**src/rtl/mc_wb_ctrl.sv**
```systemverilog
// mc_wb_ctrl: multi-cycle FETCH/DECODE/EXEC/MEM/WB sequencer for the RISC-V core,
// with data-memory handshake timeout and retired-instruction counter.
module mc_wb_ctrl #(
    parameter int MEM_TIMEOUT = 16
) (
    input  logic        clk,
    input  logic        rst,
    input  logic [6:0]  opcode,
    input  logic        br_take,
    input  logic        mem_ready,
    output logic        PCWr,
    output logic [1:0]  PCSel,
    output logic        IRWr,
    output logic        RFWr,
    output logic [1:0]  WDSel,
    output logic        DMRd,
    output logic        DMWr,
    output logic        illegal,
    output logic        mem_err,
    output logic [31:0] instret,
    output logic [2:0]  state
);
    typedef enum logic [2:0] {S_FETCH = 3'd0, S_DECODE = 3'd1, S_EXEC = 3'd2, S_MEM = 3'd3, S_WB = 3'd4} state_t;
    typedef enum logic [3:0] {C_ILL, C_R, C_I, C_LOAD, C_STORE, C_BR, C_JAL, C_JALR, C_LUI, C_AUIPC} cls_t;
    state_t      state_q, state_d;
    cls_t        cls_q, dec_cls;
    logic [7:0]  wcnt_q, wcnt_d;
    logic [31:0] instret_q;
    logic        retire;
    always_comb begin
        case (opcode)
            7'b0110011: dec_cls = C_R;
            7'b0010011: dec_cls = C_I;
            7'b0000011: dec_cls = C_LOAD;
            7'b0100011: dec_cls = C_STORE;
            7'b1100011: dec_cls = C_BR;
            7'b1101111: dec_cls = C_JAL;
            7'b1100111: dec_cls = C_JALR;
            7'b0110111: dec_cls = C_LUI;
            7'b0010111: dec_cls = C_AUIPC;
            default:    dec_cls = C_ILL;
        endcase
    end
    // Classification is used combinationally in DECODE so illegal can pulse there.
    always_comb begin
        PCWr    = 1'b0;
        PCSel   = 2'b00;
        IRWr    = 1'b0;
        RFWr    = 1'b0;
        WDSel   = 2'b00;
        DMRd    = 1'b0;
        DMWr    = 1'b0;
        illegal = 1'b0;
        mem_err = 1'b0;
        retire  = 1'b0;
        state_d = state_q;
        wcnt_d  = wcnt_q;
        if (!rst) begin
            case (state_q)
                S_FETCH: begin
                    IRWr    = 1'b1;
                    state_d = S_DECODE;
                end
                S_DECODE: begin
                    illegal = dec_cls == C_ILL;
                    PCWr    = dec_cls == C_ILL;
                    state_d = dec_cls == C_ILL ? S_FETCH : S_EXEC;
                end
                S_EXEC: begin
                    PCWr    = cls_q == C_BR;
                    PCSel   = cls_q == C_BR ? {1'b0, br_take} : 2'b00;
                    retire  = cls_q == C_BR;
                    wcnt_d  = 8'd0;
                    state_d = cls_q == C_BR ? S_FETCH :
                              (cls_q == C_LOAD || cls_q == C_STORE) ? S_MEM : S_WB;
                end
                S_MEM: begin
                    DMRd = cls_q == C_LOAD;
                    DMWr = cls_q == C_STORE;
                    if (mem_ready) begin
                        PCWr    = cls_q != C_LOAD;
                        retire  = cls_q != C_LOAD;
                        state_d = cls_q == C_LOAD ? S_WB : S_FETCH;
                    end else begin
                        wcnt_d = wcnt_q + 8'd1;
                        if (wcnt_q == 8'(MEM_TIMEOUT - 1)) begin
                            mem_err = 1'b1;
                            PCWr    = 1'b1;
                            state_d = S_FETCH;
                        end
                    end
                end
                S_WB: begin
                    RFWr    = 1'b1;
                    PCWr    = 1'b1;
                    retire  = 1'b1;
                    WDSel   = cls_q == C_LOAD ? 2'b01 :
                              (cls_q == C_JAL || cls_q == C_JALR) ? 2'b10 :
                              cls_q == C_AUIPC ? 2'b11 : 2'b00;
                    PCSel   = cls_q == C_JAL ? 2'b01 : cls_q == C_JALR ? 2'b10 : 2'b00;
                    state_d = S_FETCH;
                end
                default: state_d = S_FETCH;
            endcase
        end
    end
    always_ff @(posedge clk) begin
        if (rst) begin
            state_q   <= S_FETCH;
            cls_q     <= C_ILL;
            wcnt_q    <= 8'd0;
            instret_q <= 32'd0;
        end else begin
            state_q <= state_d;
            wcnt_q  <= wcnt_d;
            if (state_q == S_DECODE)
                cls_q <= dec_cls;
            if (retire)
                instret_q <= instret_q + 32'd1;
        end
    end
    assign instret = instret_q;
    assign state   = state_q;
endmodule

```
**config.mk**
```make
export PLATFORM = sky130hd
export DESIGN_NAME = mc_wb_ctrl
export DESIGN_NICKNAME = d
export VERILOG_FILES = /design/src/rtl/mc_wb_ctrl.sv
export SDC_FILE = /design/constraint.sdc
export NUM_CORES = 1
export LEC_CHECK = 0
export CAP_MARGIN = 20
export CORE_ASPECT_RATIO = 0.5
export CORE_UTILIZATION = 45
export DETAILED_ROUTE_END_ITERATION = 8
export DONT_BUFFER_PORTS = 1
export SETUP_SLACK_MARGIN = 0.15
export SLEW_MARGIN = 15
export SYNTH_ARGS = -nofsm -noshare
export SYNTH_HDL_FRONTEND = slang
export SYNTH_SLANG_ARGS = --single-unit
```
**constraint.sdc**
```tcl
create_clock -name clk -period 5.4 [get_ports clk]
set_clock_uncertainty 0.05 [all_clocks]
set_input_delay 0.54 -clock clk [delete_from_list [all_inputs] [get_ports clk]]
set_output_delay 0.54 -clock clk [all_outputs]
set_load 0.02 [all_outputs]
```
### Word level (Yosys, flattened, before mapping)

Index checks and enable logic that the tools add are counted.
W data, S select, Z words.

* register bits after elaboration: 47
* output and inout bits: 46
* word-level logic and storage cells: 75
* input bits: 11

* eq/ne operators: 23
* reductions and logical operators: 6
* add/subtract/negate cells: 2
* mux-type cells: 40

Operators with widths (count)
* $pmux W4 S9: 1
* $add A32 B1 Y32 const B: 1
* $eq A7 B6 Y1 const B: 3
* $eq A7 B7 Y1 const B: 3
* $mux W1: 19
* $mux W2: 9
* $eq A4 B3 Y1 const B: 4
* $pmux W8 S2: 1
* $mux W3: 5
* $eq A7 B5 Y1 const B: 2
* $pmux W3 S4: 1
* $add A8 B1 Y8 const B: 1
* $eq A8 B4 Y1 const B: 1
* $mux W8: 1
* $eq A7 B2 Y1 const B: 1
* $eq A3 B2 Y1 const B: 2
* $eq A4 B2 Y1 const B: 1
* $eq A4 B4 Y1 const B: 1
* $logic_not A4 Y1: 1
* $ne A4 B2 Y1 const B: 1
* $pmux W1 S4: 1
* $pmux W2 S2: 1
* $eq A3 B1 Y1 const B: 1
* $eq A3 B3 Y1 const B: 1
* 7 further kinds: 8

### Logic depth before layout (Yosys ltp)

* depth after elaboration: 6
* gate-level depth with buffers: 8
* gate-level depth less buffers: 5

### Least setup slack after synthesis

Ideal clock, no wire load.

* kind: flip-flop to output port
* start point: register state_q[2], in the netlist state[2]
* end point: output port WDSel[0]
* data arrival time: 1738 ps
* path buffers: 1
* data required time: 4810 ps
* slack: 3072 ps
* stages on the path, launching flop included: 5
* cells stage by stage: dfxtp_1 -> buf_2 -> nand2b_1 -> or3_1 -> nor4_1

* word-level cells in the longest chain between the ends: 3

Ends and longest elaborated chain
* start, declared: line 25 `state_t state_q, state_d;`
* start signal, assigned: line 114 `state_q <= state_d;`
* $eq A3 B3 Y1: line 59 `case (state_q)`
* $mux W2: line 59
* $mux W2: line 58 `if (!rst) begin`
* end, declared: line 15 `output logic [1:0] WDSel,`

No other way between the ends.

### Worst setup path in the final report

* start point: register state_q[0], in the netlist state[0]
* end point: output port DMWr

* word-level cells in the longest chain between the ends: 3

Ends and longest elaborated chain
* $eq A3 B2 Y1: line 59
* $mux W1: line 59
* $mux W1: line 58
* end, declared: line 17 `output logic DMWr,`

No other way between the ends.

==> impl_metrics.yaml <==
outcome:
  outcome: "complete, no violations"
clocking:
  cts.reportedPaths.clkPinSlew_ns: 0.06
  cts_hold_buf: 0
  cts_tree: "done"
  cts_resized: 0
  numCtsBuffers: 5
  cts-root-buf: "clkbuf_16"
  htreeDepth: 2
  cts.sinks: 47
  clk_latency_ns: 0.29
  clock_path_buffers: 2
  post_cts_buffers: 0
power:
  internal_power_mw: 0.538
  power_density_nw_per_um2: 255
  p_switching_mw: 0.149
  switching_share: 0.217
  combPwrFrac: 0.036
  peakVddDrop_mv: 0.119
  p_seq_frac: 0.518
  pwr-share-clk: 0.446
  power_leakage_nw: 0.836
global_routing:
  antenna_found_initial: 0
  overflow: 0
  track_usage: 0.205
  grt_pass1_wl_um: 9740
  grt_pass1_vias: 2089
  grt_start_max_net_pins: 53
worst_hold_path:
  min-delay-start: "rst"
  whs_endpoint: "wcnt_q[0]$_SDFFE_PP0P_"
  min_path_cells: 1
  hold_class: "in2reg"
detailed_routing:
  wl_met3_um: 341
  num_vias: 2255
  drt-vias-per-instance: 5.95
  initialDrtViolationCount: 84
  wl_met2_um: 2790
  routed.top_layer: "met4"
  m1WireLength_um: 2690
  routedWlPerCell_um: 15.5
  firstDrtPassIters: 4
  drcViolationCount: 0
  ant_nets: 0
  routed_wl_um: 5890
worst_setup_path:
  r2r_start: "state[0]$_SDFFE_PP0P_"
  critPathArrivalTime_ns: 2.23
  r2r_slack_ns: 2.74
  critical_path_class: "reg2out"
  required_ns: 4.81
  crit_start: "state[0]$_SDFFE_PP0P_"
  rr_endpoint: "instret[31]$_SDFFE_PP0P_"
  crit_path_max_incr_delay_ns: 0.91
  crit_buf_inv: 0
  path_max_fanout: 13
  crit_path_start_kind: "flop"
  reg2reg_depth: 5
  critPathTopFamily: "simple AND/OR/NAND/NOR gates"
  crit_path_end_kind: "output pin"
  slowest_stage: "nor4b_1"
  cp_cell_sequence: "nand3b_1, nor4b_1"
flow_run:
  maxCapViolCount: 0
sta:
  hold_violations: 0
  period_share: 0.522
  grt_setup_unrepaired: "false"
  max_clock_freq_mhz: 355
  setup_violations: 0
  slew_headroom: 0.310
  tightest_slew_ns: 1.02
  min_period_ns: 2.82
  slew_violations: 0
  fin_setup_tns_ns: 0
die:
  core_area_um2: 5490
  chipWidth_um: 109
  io_pins: 57
  num_rows: 19
  start_util: 0.468
  die_h_um: 55.4
  die-area_um2: 6040
placed_design:
  post-dp-hpwl_um: 4170
  placed_cells: 372
  portBuffers: 0
  place.gp.congestion: 0.787
synth:
  synthCells: 320
  synth_top_area_frac: 0.366
  synth_area_um2: 2570
  synth_nets: 333
  synth_ff_type: "dfxtp_1"
  ys_async_sr_fraction: 0
  synth_edf_count: 0
  synth_cell_type_count: 48
  synth-seq-cells: 47
  yosysTopAreaCell: "dfxtp_1"
  synth_warnings: 0
  avgSynthCellArea_um2: 8.03
  synthTopCellsByArea: "dfxtp_1 (37%), a21oi_1 (5.6%), xor2_1 (5.5%)"
  ys_seq_area_frac: 0.366
layout:
  diodes: 0
  stdcell_count: 379
  drive_gt1_frac: 0.0654
  final_net_count: 319
  area_growth_pct: 5.01
flip-flops by register name, summed over array words and instances (netlist names):
register,count
instret,32
wcnt_q,8
cls_q,4
state,3
power groups by stage:
stage               Combinational [mW]  Sequential, mW  Clock (mW)
floorplan                       0.0315           0.361           0
detailed placement              0.0247           0.364           0
global route                    0.0284           0.356       0.328
CTS                             0.0251           0.356       0.315
finish                          0.0249           0.356       0.306
global placement                0.0245           0.364           0
synth_stat cells (all sizes together) (6+ instances only):
| cell | number |
|---|---|
| nand2 | 24 |
| buf | 11 |
| xor2 | 16 |
| xnor2 | 6 |
| inv | 8 |
| nand4 | 12 |
| o31ai | 7 |
| nor2 | 36 |
| or3 | 11 |
| nand3 | 14 |
| nor3 | 13 |
| or4 | 8 |
| clkbuf | 10 |
| nor4 | 6 |
| o21ai | 11 |
| nor3b | 6 |
| a21oi | 29 |
| dfxtp | 47 |
how the worst max path moves through the flow:
stage | end | cells after the start
2_1_floorplan | WDSel[0] | 4
3_3_place_gp | instret[31]$_SDFFE_PP0P_ | 5
3_5_place_dp | instret[31]$_SDFFE_PP0P_ | 5
4_1_cts | DMWr | 2
5_1_grt | PCWr | 4
6_report | DMWr | 2
logic make-up (layout without fill, tap and decap cells):
kind of cell / Yosys count / after routing / share of synthesized area
buffers and inverters: 29 / 15 / 0.0531
xor gates and xnor gates: 22 / 22 / 0.0750
and+or+nand+nor: 156 / 156 / 0.340
AOI/OAI and AO/OA: 63 / 63 / 0.151
adders and majority gates: 2 / 2 / 0.00974
DFF: 47 / 47 / 0.366
muxes: 1 / 1 / 0.00438
placed cells by master, fill, tap and decap left out, types with 3 or more instances in the layout:
master,synthesis,final
nand2b_1,4,4
and3_1,4,4
o31ai_1,7,7
xor2_1,16,16
o21ai_0,11,11
nand2_1,24,24
nor2_1,36,36
nand4_1,12,12
nor4_1,6,6
nor2b_1,4,4
or4_1,8,8
xnor2_1,6,6
or2_2,3,3
nor3_1,11,11
nand3_1,13,13
inv_1,8,8
dfxtp_1,47,47
clkbuf_16,0,5
a21oi_1,29,29
or3_1,11,11
o2111ai_1,5,5
nor3b_1,4,4
cell type report:
cell class / count / area [um2]
Tap cell: 73 / 91.3
Fill cell: 556 / 2790
Multi-Input combinational cell: 244 / 1490
Inverter: 8 / 30.0
Sequential cell: 47 / 941
Clock inverter: 1 / 5.00
Clock buffer: 6 / 139
per-layer routing:
| layer | GRT usage | vias up |
|---|---|---|
| met4 | 0.0714 | 0 |
| met5 | 0 | - |
| met3 | 0.0614 | 8 |
| met2 | 0.342 | 45 |
| met1 | 0.251 | 1073 |
| li1 | - | 1129 |
per-stage QoR:
stage	area (um2)	hold WS [ns]	power (mW)	utilization	setup slack [ns]
2_1_floorplan	2570	0.429	0.392	-	3.07
3_3_place_gp	2550	0.447	0.388	0.465	2.87
3_5_place_dp	2550	0.458	0.389	0.465	2.74
4_1_cts	2700	0.258	0.696	0.491	2.56
5_1_grt	2700	0.263	0.713	0.491	2.44
6_report	2700	0.270	0.687	0.491	2.58
(Power assumes the default switching activity.)
